[src/rtl/lmsm_sequencer_if.sv]
// Handshake bundle between an LM/SM requester and the sequencer, memory
// response and register-file control included.
interface lmsm_sequencer_if #(
  parameter int unsigned ADDR_W = 16,
  parameter int unsigned NREG   = 8
);
  localparam int unsigned IDX_W = (NREG > 1) ? $clog2(NREG) : 1;
  localparam int unsigned CNT_W = $clog2(NREG + 1);

  logic              start;
  logic              is_store;
  logic [ADDR_W-1:0] base_addr;
  logic [NREG-1:0]   reg_mask;
  logic              mem_ready;
  logic              busy;
  logic              done;
  logic              mem_req;
  logic              mem_we;
  logic [ADDR_W-1:0] mem_addr;
  logic [IDX_W-1:0]  rf_sel;
  logic              rf_wen;
  logic [CNT_W-1:0]  xfer_count;

  // Requester side: issues operations and answers memory accesses
  modport master (
    output start, is_store, base_addr, reg_mask, mem_ready,
    input  busy, done, mem_req, mem_we, mem_addr, rf_sel, rf_wen, xfer_count
  );

  // Sequencer side
  modport slave (
    input  start, is_store, base_addr, reg_mask, mem_ready,
    output busy, done, mem_req, mem_we, mem_addr, rf_sel, rf_wen, xfer_count
  );
endinterface

[src/rtl/lmsm_sequencer.sv]
// Load-multiple / store-multiple sequencer: walks the register mask in
// ascending order, issuing one memory access per set bit at consecutive
// addresses starting from the base address.
module lmsm_sequencer #(
  parameter int unsigned ADDR_W = 16,
  parameter int unsigned NREG   = 8
) (
  input  logic               clk,
  input  logic               rst_n,
  lmsm_sequencer_if.slave    bus_if
);
  localparam int unsigned IDX_W = (NREG > 1) ? $clog2(NREG) : 1;
  localparam int unsigned CNT_W = $clog2(NREG + 1);

  typedef enum logic [1:0] {
    IDLE   = 2'd0,
    SCAN   = 2'd1,
    ACCESS = 2'd2,
    DONE   = 2'd3
  } state_e;

  state_e             state_q;
  logic               store_q;
  logic [ADDR_W-1:0]  cur_addr_q;
  logic [NREG-1:0]    rem_mask_q;
  logic [IDX_W-1:0]   idx_q;
  logic [CNT_W-1:0]   xfer_count_q;
  logic               busy_q;
  logic               done_q;
  logic               mem_req_q;
  logic               mem_we_q;

  logic [IDX_W-1:0]   idx_d;
  logic [ADDR_W-1:0]  cur_addr_d;
  logic [CNT_W-1:0]   xfer_count_d;

  // Index of the lowest set bit; scanning downward lets the lowest win
  function automatic logic [IDX_W-1:0] lowest_set(input logic [NREG-1:0] m);
    lowest_set = '0;
    for (int i = int'(NREG) - 1; i >= 0; i--) begin
      if (m[i]) lowest_set = IDX_W'(i);
    end
  endfunction

  // Next values for the datapath registers
  assign idx_d        = lowest_set(rem_mask_q);
  assign cur_addr_d   = cur_addr_q + ADDR_W'(1);
  assign xfer_count_d = xfer_count_q + CNT_W'(1);

  // Sequencer FSM with registered outputs decoded from the next state
  always_ff @(posedge clk or negedge rst_n) begin
    if (!rst_n) begin
      state_q      <= IDLE;
      store_q      <= 1'b0;
      cur_addr_q   <= '0;
      rem_mask_q   <= '0;
      idx_q        <= '0;
      xfer_count_q <= '0;
      busy_q       <= 1'b0;
      done_q       <= 1'b0;
      mem_req_q    <= 1'b0;
      mem_we_q     <= 1'b0;
    end else begin
      case (state_q)
        IDLE: begin
          done_q <= 1'b0;
          if (bus_if.start) begin
            store_q      <= bus_if.is_store;
            cur_addr_q   <= bus_if.base_addr;
            rem_mask_q   <= bus_if.reg_mask;
            xfer_count_q <= '0;
            busy_q       <= 1'b1;
            state_q      <= SCAN;
          end
        end
        SCAN: begin
          if (rem_mask_q == '0) begin
            done_q  <= 1'b1;
            state_q <= DONE;
          end else begin
            idx_q     <= idx_d;
            mem_req_q <= 1'b1;
            mem_we_q  <= store_q;
            state_q   <= ACCESS;
          end
        end
        ACCESS: begin
          // Outputs stay put until memory accepts the access
          if (bus_if.mem_ready) begin
            rem_mask_q[idx_q] <= 1'b0;
            cur_addr_q        <= cur_addr_d;
            xfer_count_q      <= xfer_count_d;
            mem_req_q         <= 1'b0;
            mem_we_q          <= 1'b0;
            state_q           <= SCAN;
          end
        end
        DONE: begin
          done_q  <= 1'b0;
          busy_q  <= 1'b0;
          state_q <= IDLE;
        end
        default: begin
          state_q <= IDLE;
        end
      endcase
    end
  end

  // Output mapping; the load write strobe follows mem_ready in the same cycle
  assign bus_if.busy       = busy_q;
  assign bus_if.done       = done_q;
  assign bus_if.mem_req    = mem_req_q;
  assign bus_if.mem_we     = mem_we_q;
  assign bus_if.mem_addr   = cur_addr_q;
  assign bus_if.rf_sel     = idx_q;
  assign bus_if.rf_wen     = mem_req_q & ~mem_we_q & bus_if.mem_ready;
  assign bus_if.xfer_count = xfer_count_q;

endmodule

[src/flat_wrapper.sv]
// flat-port wrapper written by rule: the top's interface ports become plain ports
module lmsm_sequencer_flat 
#(
  parameter int unsigned ADDR_W = 16,
  parameter int unsigned NREG   = 8
)
  (clk, rst_n, bus_if_start, bus_if_is_store, bus_if_base_addr, bus_if_reg_mask, bus_if_mem_ready, bus_if_busy, bus_if_done, bus_if_mem_req, bus_if_mem_we, bus_if_mem_addr, bus_if_rf_sel, bus_if_rf_wen, bus_if_xfer_count);
  lmsm_sequencer_if #(.ADDR_W(ADDR_W), .NREG(NREG)) bus_if_i ();
  input  logic clk;
  input  logic rst_n;
  input wire logic [$bits(bus_if_i.start)-1:0] bus_if_start;
  input wire logic [$bits(bus_if_i.is_store)-1:0] bus_if_is_store;
  input wire logic [$bits(bus_if_i.base_addr)-1:0] bus_if_base_addr;
  input wire logic [$bits(bus_if_i.reg_mask)-1:0] bus_if_reg_mask;
  input wire logic [$bits(bus_if_i.mem_ready)-1:0] bus_if_mem_ready;
  output wire logic [$bits(bus_if_i.busy)-1:0] bus_if_busy;
  output wire logic [$bits(bus_if_i.done)-1:0] bus_if_done;
  output wire logic [$bits(bus_if_i.mem_req)-1:0] bus_if_mem_req;
  output wire logic [$bits(bus_if_i.mem_we)-1:0] bus_if_mem_we;
  output wire logic [$bits(bus_if_i.mem_addr)-1:0] bus_if_mem_addr;
  output wire logic [$bits(bus_if_i.rf_sel)-1:0] bus_if_rf_sel;
  output wire logic [$bits(bus_if_i.rf_wen)-1:0] bus_if_rf_wen;
  output wire logic [$bits(bus_if_i.xfer_count)-1:0] bus_if_xfer_count;
  assign bus_if_i.start = bus_if_start;
  assign bus_if_i.is_store = bus_if_is_store;
  assign bus_if_i.base_addr = bus_if_base_addr;
  assign bus_if_i.reg_mask = bus_if_reg_mask;
  assign bus_if_i.mem_ready = bus_if_mem_ready;
  assign bus_if_busy = bus_if_i.busy;
  assign bus_if_done = bus_if_i.done;
  assign bus_if_mem_req = bus_if_i.mem_req;
  assign bus_if_mem_we = bus_if_i.mem_we;
  assign bus_if_mem_addr = bus_if_i.mem_addr;
  assign bus_if_rf_sel = bus_if_i.rf_sel;
  assign bus_if_rf_wen = bus_if_i.rf_wen;
  assign bus_if_xfer_count = bus_if_i.xfer_count;
  lmsm_sequencer #(.ADDR_W(ADDR_W), .NREG(NREG)) u_core (.clk(clk), .rst_n(rst_n), .bus_if(bus_if_i));
endmodule
[config.mk]
export PLATFORM = sky130hd
export DESIGN_NAME = lmsm_sequencer_flat
export DESIGN_NICKNAME = d
export VERILOG_FILES = /design/src/rtl/lmsm_sequencer_if.sv /design/src/rtl/lmsm_sequencer.sv /design/src/flat_wrapper.sv
export SDC_FILE = /design/constraint.sdc
export NUM_CORES = 1
export LEC_CHECK = 0
export ABC_CLOCK_PERIOD_IN_PS = 2000
export CORE_MARGIN = 2
export CORE_UTILIZATION = 25
export DETAILED_ROUTE_END_ITERATION = 16
export PLACE_DENSITY = 0.54
export SLEW_MARGIN = 15
export SYNTH_ARGS = -nofsm -noshare
export SYNTH_HDL_FRONTEND = slang
export SYNTH_SLANG_ARGS = --single-unit
[constraint.sdc]
create_clock -name clk -period 2 [get_ports clk]
set_clock_uncertainty 0.1 [all_clocks]
set_input_delay 0.6 -clock clk [delete_from_list [all_inputs] [get_ports clk]]
set_output_delay 0.6 -clock clk [all_outputs]
set_load 0.05 [all_outputs]
# ---- Yosys cells after proc, flatten, opt, wreduce, memory -nomap -nowiden
# Cells that the tools add are included.
dict set report op_classes {
  n_addsub 2
  n_mul 0
  div_mod_pow 0
  n_lt_le_gt_ge 2
  eq_ne 7
  shifts 0
  mux 32
  bitwise_logic 6
  n_reduce_logical 15
}
# op count
set ops {}
lappend ops {{2-to-1 mux 16 bit} 2}
lappend ops {{one-hot mux 16 bit (2 select lines)} 1}
lappend ops {{2-to-1 mux 3 bit} 8}
lappend ops {{adder 16 x 1 -> 16 bit, second input constant} 1}
lappend ops {{2-to-1 mux 8 bit} 2}
lappend ops {{one-hot mux 8 bit (2 select lines)} 1}
lappend ops {{AND reduction 2 bit} 5}
lappend ops {{AND 8 bit} 1}
lappend ops {{zero test 8 bit} 1}
lappend ops {{2-to-1 mux 4 bit} 2}
lappend ops {{NOT 8 bit} 1}
lappend ops {{one-hot mux 1 bit (2 select lines)} 4}
lappend ops {{one-hot mux 2 bit (4 select lines)} 1}
lappend ops {{one-hot mux 4 bit (2 select lines)} 1}
lappend ops {{nonzero test 2 bit} 4}
lappend ops {{2-to-1 mux 1 bit} 7}
lappend ops {{inequality test 2 bit, second input constant} 3}
lappend ops {{AND reduction 3 bit} 2}
lappend ops {{adder 4 x 1 -> 4 bit, second input constant} 1}
lappend ops {{== test 2 bit, second input constant} 2}
lappend ops {{< comparator 3 x 4 -> 1 bit, second input constant} 1}
lappend ops {{2-to-1 mux 2 bit} 2}
lappend ops {{demux 1 bit (select 3 bit)} 1}
lappend ops {{>= comparator 3 x 1 -> 1 bit, second input constant} 1}
lappend ops {{other kinds (7)} 9}
dict set report totals {
  ff_bits 38
  latchBits 0
  mem_bits_rw 0
  romBits 0
  in_bits 29
  output_inout_bits 28
  wordCells 74
  n_memories 0
}

# ---- Depth between registers and ports, before layout
# Gate-level depths: netlist of run 1.
dict set report depth {
  word_depth 8
  depth_mapped 8
  depth_no_buf 6
}

# ---- Worst setup path after synthesis of run 1
# Ideal clock, no wire load.
dict set report synth_timing {
  path_kind {reg2reg}
  from {register u_core.state_q[0]}
  to {register u_core.rem_mask_q[2]}
  t_arrival_ps 1782
  required_ps 1761
  path_slack_ps -20
  stages_incl_launch_ff 9
  period_less_slack_ps 2020
  path_cell_list {dfrtp_1 -> inv_1 -> ha_1 -> nor2b_1 -> clkbuf_1 -> nor3_2 -> buf_2 -> buf_2 -> a22oi_1}
}
dict set report synth_via {
  elab_chain_len 3
  word_cells_on_any_way 7
  classes_between {eq/ne: 3; mux: 1; reduce/logical: 3}
}
# item line_no
set synth_lines {}
lappend synth_lines {{start, declared} lmsm_sequencer.sv:22} ;# state_e state_q;
lappend synth_lines {{start signal, assigned} lmsm_sequencer.sv:53} ;# state_q <= IDLE;
lappend synth_lines {{start signal, assigned} lmsm_sequencer.sv:73} ;# state_q <= SCAN;
lappend synth_lines {{start signal, assigned} lmsm_sequencer.sv:79} ;# state_q <= DONE;
lappend synth_lines {{== test 2 bit or zero test 2 bit (tied branches)} lmsm_sequencer.sv:64} ;# case (state_q)
lappend synth_lines {{inequality test 2 bit (no source line) or nonzero test 2 bit (tied branches)} n/a}
lappend synth_lines {{AND reduction 3 bit (no source line)} n/a}
lappend synth_lines {{end signal, assigned} lmsm_sequencer.sv:70} ;# rem_mask_q <= bus_if.reg_mask;
lappend synth_lines {{end, declared} lmsm_sequencer.sv:25} ;# logic [NREG-1:0] rem_mask_q;
# Parallel ways exist; a longest one is shown, timed or not.
# A chain may end at the register's enable or synchronous reset.

# ---- Worst setup path in the final report of run 1
dict set report layout_timing {
  from {input port bus_if_mem_ready}
  to {output port bus_if_rf_wen}
}
dict set report layout_via {
  elab_chain_len 1
}
# item line_no
set layout_lines {}
lappend layout_lines {{start, declared} flat_wrapper.sv:15} ;# input wire logic [$bits(bus_if_i.mem_ready)-1:0] bus_if_mem_ready;
lappend layout_lines {{AND 1 bit} lmsm_sequencer.sv:117} ;# assign bus_if.rf_wen = mem_req_q & ~mem_we_q & bus_if.mem_ready;
lappend layout_lines {{end, declared} flat_wrapper.sv:22} ;# output wire logic [$bits(bus_if_i.rf_wen)-1:0] bus_if_rf_wen;
# Every way passes these cells.

==> results of run 1 <==
==> registers in the layout, summed over array words and instances, names as in the netlist <==
signal	cells
u_core.store_q	1
u_core.rem_mask_q	8
u_core.bus_if.mem_we	1
u_core.bus_if.xfer_count	4
u_core.bus_if.mem_req	1
u_core.bus_if.busy	1
u_core.bus_if.done	1
u_core.bus_if.mem_addr	16
u_core.state_q	2
u_core.bus_if.rf_sel	3
==> stage by stage <==
| stage | worst slack [ns] | area [sq um] | TNS, ns | cells |
|---|---|---|---|---|
| 4_1_cts | 0.0431 | 3510 | 0 | 433 |
| 2_1_floorplan | 0.0119 | 2190 | 0 | 239 |
| 5_1_grt | 0.00341 | 3530 | 0 | 433 |
| 6_report | 0.0460 | 3530 | 0 | 433 |
| 3_5_place_dp | -0.338 | 3400 | -7.80 | 425 |
| 3_3_place_gp | -0.311 | 3400 | -7.13 | 425 |
==> routing by layer <==
metal / vias to the layer above / track usage / wire length [um]
li1: 1082 / - / -
met1: 1061 / 0.191 / 2930
met2: 58 / 0.214 / 2990
met3: 7 / 0.0345 / 333
met4: 0 / 0.0363 / 66
met5: - / 0 / 0
==> report_power, final <==
part | internal (uW) | switching (uW) | total (uW)
combinational | 1910 | 2020 | 3930
clock | 374 | 290 | 664
sequential | 1110 | 454 | 1560
==> cells in the mapped netlist, drive strengths merged (4+ instances only) <==
library cell	count	area [sq um]
mux2	4	48.8
nand2b	9	56.3
o21ai	12	60.1
inv	10	37.5
and4	4	35.0
clkbuf	9	33.8
nand4	7	43.8
dfrtp	38	951
nor4	7	43.8
a21oi	18	90.1
nor2	19	71.3
a22o	5	43.8
o22ai	13	81.3
nand3	7	35.0
nand2	14	52.6
ha	6	75.1
nor3	13	70.1
==> cells by family (layout without fill, tap and decap cells) <==
logic type / after synthesis / count (layout)
AO/OA/AOI/OAI: 70 / 70
XOR/XNOR: 2 / 2
adder cells (fa/ha/maj): 6 / 6
buffers and inverters: 22 / 108
flip-flops: 38 / 38
multiplexers: 6 / 6
AND/OR/NAND/NOR: 95 / 95
==> path summary, 6_finish.rpt <==
check                                     start                          to  cells after the start
max                            bus_if_mem_ready               bus_if_rf_wen                      3
min                                       rst_n  u_core.bus_if.mem_addr[15]                      2
max reg2reg                u_core.rem_mask_q[5]        u_core.bus_if.mem_we                      4
min reg2reg                u_core.rem_mask_q[0]     u_core.bus_if.rf_sel[0]                      1
max in group asynchronous                 rst_n        u_core.rem_mask_q[5]                      2
min in group clk           u_core.rem_mask_q[0]     u_core.bus_if.rf_sel[0]                      1
==> repair_timing <==
item                       4_1_cts  5_1_grt
pin swaps                        0        1
gates resized for setup          4        4
cloned                           0        0
setup endpoints to repair        4       19
==> area by class of cell <==
cell class | count | area, sq um | share of cell area
clock buffers | 7 | 76.3 | 0.0216
clock inverters | 1 | 30.0 | 0.00852
inverters | 10 | 37.5 | 0.0106
multi-input cells | 179 | 1170 | 0.333
flip-flops and latches | 38 | 951 | 0.270
well taps | 108 | 135 | 0.0383
repair buffers | 90 | 1120 | 0.318
==> results.yml, run 1 <==
clock_network:
  h-tree-depth: 2
  cts_buffer_depth: 2
  path_clk_slew_ns: 0.08
  root_buffer: "clkbuf_8"
  cts_setup_buffers: 0
  tritoncts: "yes"
  clk_latency_ns: 0.29
  cts_hold_buf: 0
  clock-sinks: 38
  numCtsBuffers: 5
floorplanning:
  die_h_um: 97.6
  die_x_um: 97.6
  start_util: 0.255
  dieArea_sq_um: 9530
  rows: 34
  ios: 57
  core-area_sq_um: 8590
sta:
  max_freq_mhz: 512
  hold_viol_final: 0
  rsz0062_at_grt: "false"
  final.min_clock_period_ns: 1.95
  holdWs_ns: 0.169
  worst_pin_slew_ns: 0.375
  setup_violations: 0
  max_slew_margin: 0.748
  finalCritPeriodShare: 0.977
  maxSlewViolCount: 0
placed_design:
  place_hpwl_um: 4700
  port_buffers: 56
  routabilityCongestion: 0.872
synth:
  synth_area_sq_um: 2190
  muxShareOfSynthArea: 0.0314
  synth_warnings: 0
  synth_compound_area_frac: 0.214
  synthAdderAreaFrac: 0.0343
  syn_inst: 239
  synth_xor_area_frac: 0.00800
  synth_ff_type: "dfrtp_1"
  async_flop_share: 1.00
  ys_seq_area_frac: 0.434
  ys_ff_latch: 38
  synth_top_family_by_area: "simple AND/OR/NAND/NOR gates"
  yosysUniqueCellTypes: 45
  synthSimpleGateAreaFrac: 0.239
  syn_nets: 274
  synth-edff-count: 0
  syn_area_per_cell_sq_um: 9.17
route:
  wl_per_cell_um: 14.6
  via_count: 2208
  drt_iter0_drc: 76
  ant_nets: 0
  drc: 0
  wirelength_um: 6320
  dr.pass1.iters: 4
  via_per_inst: 5.10
grt:
  antenna_found_initial: 0
  grt_pass1_vias: 2172
  grt-ovfl-total: 0
  grt_use_total: 0.138
  grt_max_degree: 39
  grt_pass1_wl_um: 10800
setup_path:
  cp_max_fo: 6
  crit_chain: "clkdlybuf4s15_2, and3b_2, buf_12"
  arrival_ns: 1.25
  worstSetupStartpointType: "input pin"
  rrSetupSlack_ns: 0.05
  slowest_delay_ns: 0.26
  worst-path-buf-inv: 2
  slowest_stage: "and3b_2"
  cp-end-kind: "primary output"
  worstPathRequired_ns: 1.30
  cpLargestDelayFamily: "buffers and inverters"
  crit_type: "input pin to primary output"
final_layout:
  fillCellCount: 860
  fin_nets: 359
  utilization: 0.410
  diodes: 0
  final_common_cell: "dfrtp_1"
  final_layout_size_suffix_gt1_frac: 0.262
  area.growth.synth_to_final_pct: 60.9
  final_cell_mix: "38 x dfrtp_1, 31 x buf_4, 30 x buf_12, 26 x clkdlybuf4s50_1"
power_and_ir_drop:
  p_leak_uw: 0.00147
  p_per_area_nw_per_um2: 1750
  ir_drop_v: 0.000856
  finalPower_uw: 6150
run:
  cap_violations: 0
outcome:
  run_status: "complete, no violations"
worst_hold_path:
  hp-class: "input pin to async pin"
Note: power is estimated with default switching activity, not from simulation.
==> run 2, diff against run 1 <==
--- a/config.mk
+++ b/config.mk
@@ -6,6 +6,7 @@
 export NUM_CORES = 1
 export LEC_CHECK = 0
 export ABC_CLOCK_PERIOD_IN_PS = 2000
+export CAP_MARGIN = 5
 export CORE_MARGIN = 2
 export CORE_UTILIZATION = 25
 export DETAILED_ROUTE_END_ITERATION = 16
==> results of run 2 <==
The final DEF is identical to that of run 1; final timing and power are the same.
==> run 3, diff against run 2 <==
--- a/config.mk
+++ b/config.mk
@@ -10,7 +10,6 @@
 export CORE_MARGIN = 2
 export CORE_UTILIZATION = 25
 export DETAILED_ROUTE_END_ITERATION = 16
-export PLACE_DENSITY = 0.54
 export SLEW_MARGIN = 15
 export SYNTH_ARGS = -nofsm -noshare
 export SYNTH_HDL_FRONTEND = slang
==> results.yml, run 3 (synthesized netlist as in run 1, its figures left out) <==
setup_path:
  cpLargestDelayFamily: "simple AND/OR/NAND/NOR gates"
  slowest_delay_ns: 0.54
  crit_chain: "or4_4, or2_4, mux2_4, a22o_1"
  cp-end-kind: "flop"
  crit_type: "flop to flop"
  r2r_end: "u_core.bus_if.mem_we"
  worstSetupStartpointType: "flop"
  arrival_ns: 2.03
  slowest_stage: "or4_4"
  worstReg2RegStart: "u_core.rem_mask_q[3]"
  cp_max_fo: 3
  rr_worst_depth: 4
  crit_start: "u_core.rem_mask_q[3]"
  worst-path-buf-inv: 0
  rrSetupSlack_ns: 0.05
  worstPathRequired_ns: 2.08
placed_design:
  routabilityCongestion: 0.850
  port_buffers: 56
  place_hpwl_um: 4810
grt:
  grt_pass1_wl_um: 11000
  grt_pass1_vias: 2264
  busiest_layer: "met2"
  use_met2: 0.244
  antenna_found_initial: 0
  met3_usage: 0.0295
  grt-ovfl-total: 0
  met1_usage: 0.173
  grt_use_total: 0.138
  grt_max_degree: 25
sta:
  hold_viol_final: 0
  max_slew_margin: 0.695
  maxSlewViolCount: 0
  worst_pin_slew_ns: 0.458
  final.min_clock_period_ns: 1.95
  rsz0062_at_grt: "false"
  setup_violations: 0
  max_freq_mhz: 512
  finalCritPeriodShare: 0.976
clock_network:
  clock-sinks: 38
  cts_hold_buf: 0
  clk_latency_ns: 0.30
  numCtsBuffers: 5
  path_clk_slew_ns: 0.09
  root_buffer: "clkbuf_8"
  cts_buffer_depth: 2
  h-tree-depth: 2
  tritoncts: "yes"
final_layout:
  final_common_cell: "dfrtp_1"
  final_cell_mix: "38 x dfrtp_1, 31 x buf_12, 28 x buf_4, 26 x clkdlybuf4s50_1, 19 x nor2_1"
  fin_nets: 357
  fillCellCount: 847
  multi_input_area_sq_um: 1160
  utilization: 0.407
  seq_area_sq_um: 951
  final_layout_size_suffix_gt1_frac: 0.254
  area.growth.synth_to_final_pct: 59.5
  largest_register_ffs: 16
  diodes: 0
power_and_ir_drop:
  finalPower_uw: 6040
  ir_drop_v: 0.000737
  p_leak_uw: 0.00146
  p_int_uw: 3280
  seq_power_share: 0.264
  p_clk_frac: 0.094
  p_sw_frac: 0.457
  switchingPower_uw: 2760
  power_frac_comb: 0.642
  p_per_area_nw_per_um2: 1730
floorplanning:
  ios: 57
  rows: 34
  die_h_um: 97.6
  die_x_um: 97.6
  start_util: 0.255
  dieArea_sq_um: 9530
  core-area_sq_um: 8590
route:
  dr.pass1.iters: 4
  drt_iter0_drc: 83
  wirelength_um: 6390
  drc: 0
  via_per_inst: 5.08
  ant_nets: 0
  wl_per_cell_um: 14.8
  via_count: 2188
outcome:
  run_status: "complete, no violations"
run:
  cap_violations: 0
worst_hold_path:
  hp-class: "input pin to async pin"
-- run 3: changes by cell type in the layout (fill, tap and decap cells not counted), sizes merged --
cell and change:
bufinv -1, clkinv +1, buf -2, clkinvlp +1, clkdlybuf4s15 -1
-- run 3: worst max-delay path by stage --
stage                                      end  slack, ns  cells past startpoint
floorplan           u_core.bus_if.mem_addr[15]       0.01                      4
CTS                              bus_if_rf_wen      0.005                      3
detailed placement               bus_if_rf_wen      -0.24                      3
finish                    u_core.bus_if.mem_we       0.05                      4
global placement                 bus_if_rf_wen      -0.25                      3
global route         u_core.bus_if.mem_addr[4]      0.003                      8
-- run 3: worst reg2reg max path, stage by stage, from the launching register on --
cell and delay (ns):
dfrtp_1 0.40, or4_4 0.54, or2_4 0.26, mux2_4 0.30
a22o_1 0.23
-- run 3: stage by stage --
stage	setup WS [ns]	cell area, sq um	setup TNS (ns)	hold WS [ns]	cells
6_report	0.0474	3490	0	0.144	431
5_1_grt	0.00285	3490	0	0.164	431
4_1_cts	0.00546	3480	0	0.157	430
3_5_place_dp	-0.243	3390	-5.26	0.405	422
3_3_place_gp	-0.247	3390	-4.75	0.390	422
2_1_floorplan	0.0119	2190	0	0.204	239
-- run 3: repair_timing --
action / 4_1_cts / 5_1_grt
setup endpoints to repair: 1 / 3
cloned: 0 / 0
pin swaps: 0 / 1
gates resized for setup: 1 / 4
setup buffers: 0 / 1
-- run 3: power by group through the flow --
stage / clock, uW / sequential (uW) / combinational [uW]
after floorplan: 0 / 2170 / 1400
after global placement: 0 / 1590 / 3810
after detailed placement: 0 / 1600 / 3870
after CTS: 590 / 1600 / 3880
after global routing: 625 / 1650 / 4160
final: 566 / 1600 / 3880
-- run 3: final cells by class --
cell class | instances | area share
tap | 108 | 0.0387
sequential | 38 | 0.272
inverter | 10 | 0.0107
multi-input combinational | 179 | 0.333
timing repair buffer | 88 | 0.318
clock buffer | 6 | 0.0236
clock inverter | 2 | 0.00358
-- run 3: layer usage --
metal	wire length (um)	share of wire	up-vias
li1	-	-	1062
met1	2820	0.44	1068
met2	3250	0.51	54
met3	282	0.044	4
met4	40	0.0063	0
met5	0	0	-
